===== src/rtl/ds_pkg.sv =====
// Shared definitions for the down-sample processor and its result streamer.
// Latency: none (types and constants only).
// Backpressure: n/a.
// Contents: streamer state encoding, default bus widths, default result
// region (base/length) shared with the processor top.
package ds_pkg;

  localparam int DS_DATA_W = 8;
  localparam int DS_ADDR_W = 16;

  // Default result region written by the processor and read back out.
  localparam logic [DS_ADDR_W-1:0] RESULT_BASE_ADDR = 16'h0000;
  localparam int                   RESULT_LENGTH    = 16384;

  typedef enum logic [2:0] {
    IDLE,
    ADDR,
    LATCH,
    SEND,
    CSUM,
    DONE
  } state_t;

  // States in which the streamer owns the data-memory address bus.
  function automatic logic owns_bus(input state_t s);
    return (s == ADDR) || (s == LATCH) || (s == SEND) || (s == CSUM);
  endfunction

endpackage


===== src/rtl/stream_out_reg.sv =====
// Output holding register for a valid/ready byte stream.
// Latency: 1 cycle from load to out_valid/out_data.
// Backpressure: out_data/out_valid held stable until out_ready; load has priority.
// Ports: clk, rst_n (async active-low); load/load_data capture a new byte and
// raise out_valid; out_ready completes the transfer and drops out_valid.
module stream_out_reg
  import ds_pkg::*;
#(
  parameter int DATA_W = DS_DATA_W
) (
  input  logic              clk,
  input  logic              rst_n,
  input  logic              load,
  input  logic [DATA_W-1:0] load_data,
  input  logic              out_ready,
  output logic [DATA_W-1:0] out_data,
  output logic              out_valid
);

  logic [DATA_W-1:0] data_q, data_d;
  logic              valid_q, valid_d;

  always_comb begin
    data_d  = data_q;
    valid_d = valid_q;
    if (load) begin
      // A load can coincide with the accept of the previous byte (checksum
      // byte follows the last data byte back to back), so it wins.
      data_d  = load_data;
      valid_d = 1'b1;
    end else if (valid_q && out_ready) begin
      valid_d = 1'b0;
    end
  end

  always_ff @(posedge clk or negedge rst_n) begin
    if (!rst_n) begin
      data_q  <= '0;
      valid_q <= 1'b0;
    end else begin
      data_q  <= data_d;
      valid_q <= valid_d;
    end
  end

  assign out_data  = data_q;
  assign out_valid = valid_q;

endmodule


===== src/rtl/result_streamer.sv =====
// Streams the down-sampled result region out of data memory once the
// processor reports finished. Latency: mem_sel/mem_addr 1 cycle after finished
// is sampled, first out_valid 3 cycles after; 3 cycles per byte minimum.
// Backpressure: byte held on out_data/out_valid until out_ready; no read-ahead.
// Ports: clk, rst_n (async active-low); finished (level) from the processor;
// mem_sel/mem_addr/mem_rdata = data-memory read port (sync RAM, 1-cycle read);
// out_data/out_valid/out_ready = byte stream; busy while streaming; done held
// until finished drops.
// Build option: RESULT_STREAMER_CHECKSUM_EN appends an 8-bit mod-256 sum of
// all data bytes as one extra stream byte.
module result_streamer
  import ds_pkg::*;
#(
  parameter int                ADDR_W    = DS_ADDR_W,
  parameter int                DATA_W    = DS_DATA_W,
  parameter logic [ADDR_W-1:0] BASE_ADDR = ADDR_W'(RESULT_BASE_ADDR),
  parameter int                LENGTH    = RESULT_LENGTH
) (
  input  logic              clk,
  input  logic              rst_n,
  input  logic              finished,
  output logic              mem_sel,
  output logic [ADDR_W-1:0] mem_addr,
  input  logic [DATA_W-1:0] mem_rdata,
  output logic [DATA_W-1:0] out_data,
  output logic              out_valid,
  input  logic              out_ready,
  output logic              busy,
  output logic              done
);

  // One extra counter bit so LENGTH == 2**ADDR_W is representable.
  localparam logic [ADDR_W:0]   LAST_IDX = (ADDR_W+1)'(LENGTH - 1);
  localparam logic [ADDR_W:0]   CNT_ONE  = (ADDR_W+1)'(1);
  localparam logic [ADDR_W-1:0] ADR_ONE  = ADDR_W'(1);

  state_t            state_q, state_d;
  logic [ADDR_W:0]   counter_q, counter_d;
  logic [ADDR_W-1:0] mem_addr_q, mem_addr_d;
  logic              mem_sel_q, mem_sel_d;
  logic              busy_q, busy_d;
  logic              done_q, done_d;

  logic              load;
  logic [DATA_W-1:0] load_data;
  logic              xfer;

`ifdef RESULT_STREAMER_CHECKSUM_EN
  logic [DATA_W-1:0] sum_q, sum_d;
`endif

  assign xfer = out_valid && out_ready;

  always_comb begin
    state_d    = state_q;
    counter_d  = counter_q;
    mem_addr_d = mem_addr_q;
    load       = 1'b0;
    load_data  = mem_rdata;
`ifdef RESULT_STREAMER_CHECKSUM_EN
    sum_d      = sum_q;
`endif

    case (state_q)
      IDLE: begin
        if (finished) begin
          state_d    = ADDR;
          counter_d  = '0;
          mem_addr_d = BASE_ADDR;
`ifdef RESULT_STREAMER_CHECKSUM_EN
          sum_d      = '0;
`endif
        end
      end

      // Address is on the bus this cycle; the RAM returns data next cycle.
      ADDR: state_d = LATCH;

      LATCH: begin
        load    = 1'b1;
        state_d = SEND;
      end

      SEND: begin
        if (xfer) begin
`ifdef RESULT_STREAMER_CHECKSUM_EN
          sum_d = sum_q + out_data;
`endif
          if (counter_q == LAST_IDX) begin
`ifdef RESULT_STREAMER_CHECKSUM_EN
            // Sum including the byte accepted on this same edge.
            load      = 1'b1;
            load_data = sum_q + out_data;
            state_d   = CSUM;
`else
            state_d   = DONE;
`endif
          end else begin
            counter_d  = counter_q + CNT_ONE;
            mem_addr_d = mem_addr_q + ADR_ONE;  // wraps modulo 2**ADDR_W
            state_d    = ADDR;
          end
        end
      end

`ifdef RESULT_STREAMER_CHECKSUM_EN
      CSUM: begin
        if (xfer) state_d = DONE;
      end
`endif

      // finished must be seen low before another stream can start.
      DONE: begin
        if (!finished) state_d = IDLE;
      end

      default: state_d = IDLE;
    endcase

    // Outputs registered from the next state so the address mux select
    // never glitches with finished.
    mem_sel_d = owns_bus(state_d);
    busy_d    = owns_bus(state_d);
    done_d    = (state_d == DONE);
  end

  always_ff @(posedge clk or negedge rst_n) begin
    if (!rst_n) begin
      state_q    <= IDLE;
      counter_q  <= '0;
      mem_addr_q <= BASE_ADDR;
      mem_sel_q  <= 1'b0;
      busy_q     <= 1'b0;
      done_q     <= 1'b0;
`ifdef RESULT_STREAMER_CHECKSUM_EN
      sum_q      <= '0;
`endif
    end else begin
      state_q    <= state_d;
      counter_q  <= counter_d;
      mem_addr_q <= mem_addr_d;
      mem_sel_q  <= mem_sel_d;
      busy_q     <= busy_d;
      done_q     <= done_d;
`ifdef RESULT_STREAMER_CHECKSUM_EN
      sum_q      <= sum_d;
`endif
    end
  end

  stream_out_reg #(
    .DATA_W (DATA_W)
  ) u_out_reg (
    .clk       (clk),
    .rst_n     (rst_n),
    .load      (load),
    .load_data (load_data),
    .out_ready (out_ready),
    .out_data  (out_data),
    .out_valid (out_valid)
  );

  assign mem_sel  = mem_sel_q;
  assign mem_addr = mem_addr_q;
  assign busy     = busy_q;
  assign done     = done_q;

endmodule


===== config.mk =====
export PLATFORM = sky130hd
export DESIGN_NAME = result_streamer
export DESIGN_NICKNAME = d
export VERILOG_FILES = /design/src/rtl/ds_pkg.sv /design/src/rtl/stream_out_reg.sv /design/src/rtl/result_streamer.sv
export SDC_FILE = /design/constraint.sdc
export NUM_CORES = 1
export LEC_CHECK = 0
export ABC_AREA = 1
export BUFFER_PORTS_ARGS = -buffer_cell sky130_fd_sc_hd__buf_2
export CORE_MARGIN = 2
export CORE_UTILIZATION = 52
export CTS_CLUSTER_SIZE = 16
export DETAILED_ROUTE_END_ITERATION = 16
export GPL_TIMING_DRIVEN = 0
export PLACE_DENSITY_LB_ADDON = 0.3
export SLEW_MARGIN = 20
export SYNTH_ARGS = -nofsm -noshare
export SYNTH_HDL_FRONTEND = slang
export SYNTH_SLANG_ARGS = --single-unit

===== constraint.sdc =====
create_clock -name clk -period 1.7 [get_ports clk]
set_clock_uncertainty 0.15 [all_clocks]
set_input_delay 0.51 -clock clk [delete_from_list [all_inputs] [get_ports clk]]
set_output_delay 0.51 -clock clk [all_outputs]
set_load 0.05 [all_outputs]

# --- Word-level counts from Yosys, hierarchy flattened ---
# Index checks and enable logic that the tools add are counted.
# W data, S select, Z words.
totals:
  reg_bits: 47
  in_bits: 12
  output_inout_bits: 28
  word_cells: 46
op_classes:
  add_sub_neg: 2
  n_eq_ne: 13
  mux: 16
  n_reduce_logical: 8
op_table:
  columns: ["cell", "count"]
  rows:
  - ["$mux W17", 3]
  - ["$mux W16", 3]
  - ["$pmux W17 S2", 1]
  - ["$pmux W16 S2", 1]
  - ["$add A17 B1 Y17 const B", 1]
  - ["$eq A17 B14 Y1 const B", 1]
  - ["$add A16 B1 Y16 const B", 1]
  - ["$pmux W3 S5", 1]
  - ["$eq A3 B2 Y1 const B", 4]
  - ["$mux W3", 4]
  - ["$eq A3 B3 Y1 const B", 3]
  - ["$eq A3 B1 Y1 const B", 2]
  - ["$ne A2 B2 Y1 const B", 3]
  - ["$reduce_and A4 Y1", 1]
  - ["$reduce_bool A2 Y1", 2]
  - ["$logic_not A3 Y1", 1]
  - ["$logic_or A1 B1 Y1", 3]
  - ["$mux W1", 3]
  - ["$logic_and A1 B1 Y1", 1]

# --- Longest topological paths before layout ---
depth:
  word_depth: 8
  depth_mapped: 11
  mapped_depth_nobuf: 10

# --- Cells and area by module ---
# A second synthesis with hierarchy kept.
unflattened:
  hier_cells: 415
  hier_area_um2: 2931.6
by_module_without_submodules:
  columns: ["module", "n_inst", "cells_each", "area_per_inst_um2", "seq_area_each_um2"]
  rows:
  - ["result_streamer", 1, 377, 2590.0, 950.9]
  - ["stream_out_reg", 1, 38, 341.6, 225.2]

# --- Worst setup path before layout ---
# Ideal clock, no wire load.
synth_timing:
  kind: "register to register"
  start: "register mem_addr_q[0] (netlist: mem_addr[0])"
  end: "register mem_addr_q[12] (netlist: mem_addr[12])"
  setup_time_ps: 66
  arrival_ps: 1687
  path_slack_ps: -203
  path_stages_with_launch: 10
  synth_period_minus_slack_ps: 1903
  cell_sequence: "dfrtp_1 ha_1 nand2_1 nor2_1 inv_1 o21bai_1 nand2_1 nor2_1 nand2_1 nand2_1"
synth_via:
  elab_chain_cells: 4
synth_lines:
  columns: ["element", "line", "rtl"]
  rows:
  - ["start: declaration", "result_streamer.sv:39", "logic [ADDR_W-1:0] mem_addr_q, mem_addr_d;"]
  - ["start signal: assignment", "result_streamer.sv:141", "mem_addr_q <= mem_addr_d;"]
  - ["$add A16 B1 Y16", "result_streamer.sv:100", "mem_addr_d = mem_addr_q + ADR_ONE;"]
  - ["$mux W16", "result_streamer.sv:89", "if (counter_q == LAST_IDX) begin"]
  - ["$mux W16", "result_streamer.sv:85", "if (xfer) begin"]
  - ["$pmux W16 S2", "result_streamer.sv:64", "case (state_q)"]
# Every way passes these cells. The select of a mux whose other input is x is not followed.
# A chain may end at the register's enable or synchronous reset.

# --- Final worst setup path ---
layout_timing:
  start: "register counter_q[1]"
  end: "register counter_q[3]"
layout_via:
  elab_chain_cells: 4
  word_cells_on_any_way: 7
  classes_between: "add/sub (1); eq/ne (2); mux (3); reduce/logical (1)"
layout_lines:
  columns: ["element", "line", "rtl"]
  rows:
  - ["start: declaration", "result_streamer.sv:38", "logic [ADDR_W:0] counter_q, counter_d;"]
  - ["start signal: assignment", "result_streamer.sv:140", "counter_q <= counter_d;"]
  - ["$add A17 B1 Y17", "result_streamer.sv:99", "counter_d = counter_q + CNT_ONE;"]
  - ["$mux W17", "result_streamer.sv:89", null]
  - ["$mux W17", "result_streamer.sv:85", null]
  - ["$pmux W17 S2", "result_streamer.sv:64", null]
# Parallel ways exist; a longest one is shown, timed or not. The select of a mux whose other input is x is not followed.

==> results.yml <==
run_status:
  status: "finished, violations left"
  violations: "setup timing"
min_path:
  hold_class: "in -> async"
yosys:
  yosysSeqAreaShare_pct: 40.8
  ys_async_sr_fraction_pct: 100
  synth-edff-count: 0
  ys_top_cells_by_area: "dfrtp_1 41%, nand2_1 22%, nor2_1 9.3%"
  yosys.cell_types.count: 28
  syn_nets: 416
  yosys_most_used_dff: "dfrtp_1"
  synth.top_cell.area_share_pct: 40.8
  syn_area_per_cell_sq_um: 7.16
  synth_area_sq_mm: 0.00288
  synth_top_area_cell: "dfrtp_1"
  ys_ff_latch: 47
  synth_warnings: 0
  syn_inst: 402
setup_path:
  critical_path_required_ns: 1.81
  r2r-start: "counter_q[1]$_DFFE_PN0P_"
  rr_endpoint: "counter_q[3]$_DFFE_PN0P_"
  cp-start-kind: "register"
  critPathKind: "reg -> reg"
  r2r_slack_ns: -0.08
  end_kind: "register"
  worstPathArrival_ns: 1.88
  crit_end: "counter_q[3]$_DFFE_PN0P_"
  critPathMaxFanout: 5
  ff2ff_path_depth: 12
  cp-startpoint: "counter_q[1]$_DFFE_PN0P_"
cells_and_area:
  nets: 493
  final_common_cell: "nand2_1"
  layout_common_cells: "129 x nand2_1, 66 x nor2_1, 37 x buf_4"
  syn_to_final_growth_pct: 33.8
  fillers: 419
  diodes: 0
  drive_gt1_share_pct: 37.3
  instances_no_fill: 552
  finish.utilization_pct: 70.9
cts:
  cts_buffers: 5
  clk_latency_ns: 0.31
  h-tree-depth: 2
  cts_buffer_depth: 2
  path_clk_slew_ns: 0.10
  clock_sinks: 47
  cts_tree: "done"
  cts_hold_buffers: 0
  root_buffer: "clkbuf_8"
power:
  vdd_drop_max_mv: 1.49
  power_w: 0.00568
  power_density_mw_per_mm2: 1470
  p_leak_nw: 1.79
drt:
  routed_via_density: 5.23
  vias: 2887
  drcViolationCount: 0
  wl_per_cell_microns: 14.1
  met3_length_microns: 341
  postRouteAntennaNets: 0
  drt_pre_antenna_iters: 4
  wl_mm: 7.79
  drt_iter0_markers: 177
  routed-wl-met2_mm: 4.12
  top_layer: "met4"
  wl_met1_mm: 3.19
grt:
  grt_usage_pct: 26.8
  antenna_found_initial: 0
  grt_pass1_wl_mm: 13.1
  overflow: 0
  grt_pass1_vias: 2814
  grt_max_degree: 48
sta:
  setup_slack_ns: -0.0773
  drv_slew: 0
  finalSetupViolations: 33
  hold_violations: 0
  fin_setup_tns_ns: -1.62
  period_needed_ns: 1.78
  hold-worst-slack_ns: 0.0318
  slew_headroom_pct: 60.8
  rsz0062_at_grt: "yes"
  tightest_slew_ns: 0.588
  max_freq_mhz: 563
  period_share_pct: 105
die:
  die_h_microns: 78.4
  fp.dieW_microns: 78.4
  rows: 27
  ios: 40
  initial_core_util_pct: 53.0
  dieArea_sq_mm: 0.00615
  core-area_sq_mm: 0.00544
placed_design:
  port_buffers: 39
  place.gp.congestion: 0.950
  dpl.cell_count: 513
  dpl.hpwl_mm: 4.73
run:
  max-cap-violations: 0
[cells by family (layout without fill, tap and decap cells)]
family / Yosys count / count (layout) / share of synthesized area [%]
muxes: 8 / 8 / 3.13
AOI/OAI and AO/OA: 11 / 11 / 2.61
and+or+nand+nor: 288 / 288 / 43.8
DFF: 47 / 47 / 40.8
buffers and inverters: 38 / 116 / 6.30
adders and majority gates: 2 / 2 / 0.869
xor gates and xnor gates: 8 / 8 / 2.43
[routing by layer]
metal	global-route usage, %	up-vias
li1	-	1421
met1	34.0	1379
met4	10.2	0
met5	0	-
met2	46.4	72
met3	3.91	15
[stage by stage]
step / area [sq um] / setup slack [ns]
4_1_cts: 3710 / -0.0349
5_1_grt: 3850 / -0.152
3_5_place_dp: 3190 / -0.291
2_1_floorplan: 2900 / -0.0284
6_report: 3850 / -0.0773
3_3_place_gp: 3190 / -0.260
[state kept, by name (all words and copies together), names as in the netlist]
signal	count
u_out_reg.out_data	8
done	1
u_out_reg.out_valid	1
counter_q	17
state_q	3
mem_addr	16
busy	1
[synthesized netlist by cell type (2+ instances only)]
cell type  number
mux2_2          8
nor3_1          2
o21bai_1        7
xor2_1          6
nand4_1        21
nor2_4          2
clkbuf_1        3
nand3_1        13
inv_1          21
buf_6           3
inv_2           6
ha_1            2
nand2_2         2
nand2_1       167
nand3_4         2
buf_4           4
nand2_4         2
xnor2_1         2
nor2_2          2
dfrtp_1        47
nor2_1         71
o21ai_0         3
[critical path: stages, from the launching register on]
cell     delay, ns
dfrtp_1       0.40
ha_4          0.17
nand2_4       0.06
nor2_4        0.13
nand2_4       0.07
inv_2         0.05
nand3_2       0.08
buf_6         0.14
nand3_4       0.09
buf_6         0.13
buf_6         0.13
nand2_2       0.05
nand2_2       0.06
[power breakdown]
group	internal [W]	total [W]	switching, W	leakage [nW]
combinational	0.00128	0.00318	0.00190	1.13
sequential	0.00132	0.00148	0.000158	0.593
clock	0.000597	0.00102	0.000425	0.0703
[cell type report]
| cell class | count | area [sq um] | share of cell area, % |
|---|---|---|---|
| Sequential cell | 47 | 1200 | 31.2 |
| Inverter | 27 | 104 | 2.69 |
| Timing Repair Buffer | 70 | 527 | 13.7 |
| Clock inverter | 3 | 71.3 | 1.85 |
| Multi-Input combinational cell | 317 | 1700 | 44.0 |
| Buffer | 11 | 95.1 | 2.47 |
| Tap cell | 72 | 90.1 | 2.34 |
| Clock buffer | 5 | 68.8 | 1.79 |
[worst min path at each step]
stage / to / slack, ns / cells after the start
2_1_floorplan: busy$_DFF_PN0_ / 0.06 / 0
3_3_place_gp: u_out_reg.out_data[1]$_DFFE_PN0P_ / 0.33 / 1
3_5_place_dp: u_out_reg.out_data[0]$_DFFE_PN0P_ / 0.34 / 1
4_1_cts: u_out_reg.out_valid$_DFFE_PN0P_ / 0.26 / 2
5_1_grt: mem_addr[14]$_DFFE_PN0P_ / 0.10 / 1
6_report: state_q[1]$_DFF_PN0_ / 0.03 / 1
[timing repair]
| item | in CTS | in global routing |
|---|---|---|
| cloned | 3 | 0 |
| buffers inserted | 23 | 5 |
| setup endpoints to repair | 44 | 41 |
| pin swaps | 24 | 8 |
| resized for setup | 56 | 41 |
(Power assumes the default switching activity.)
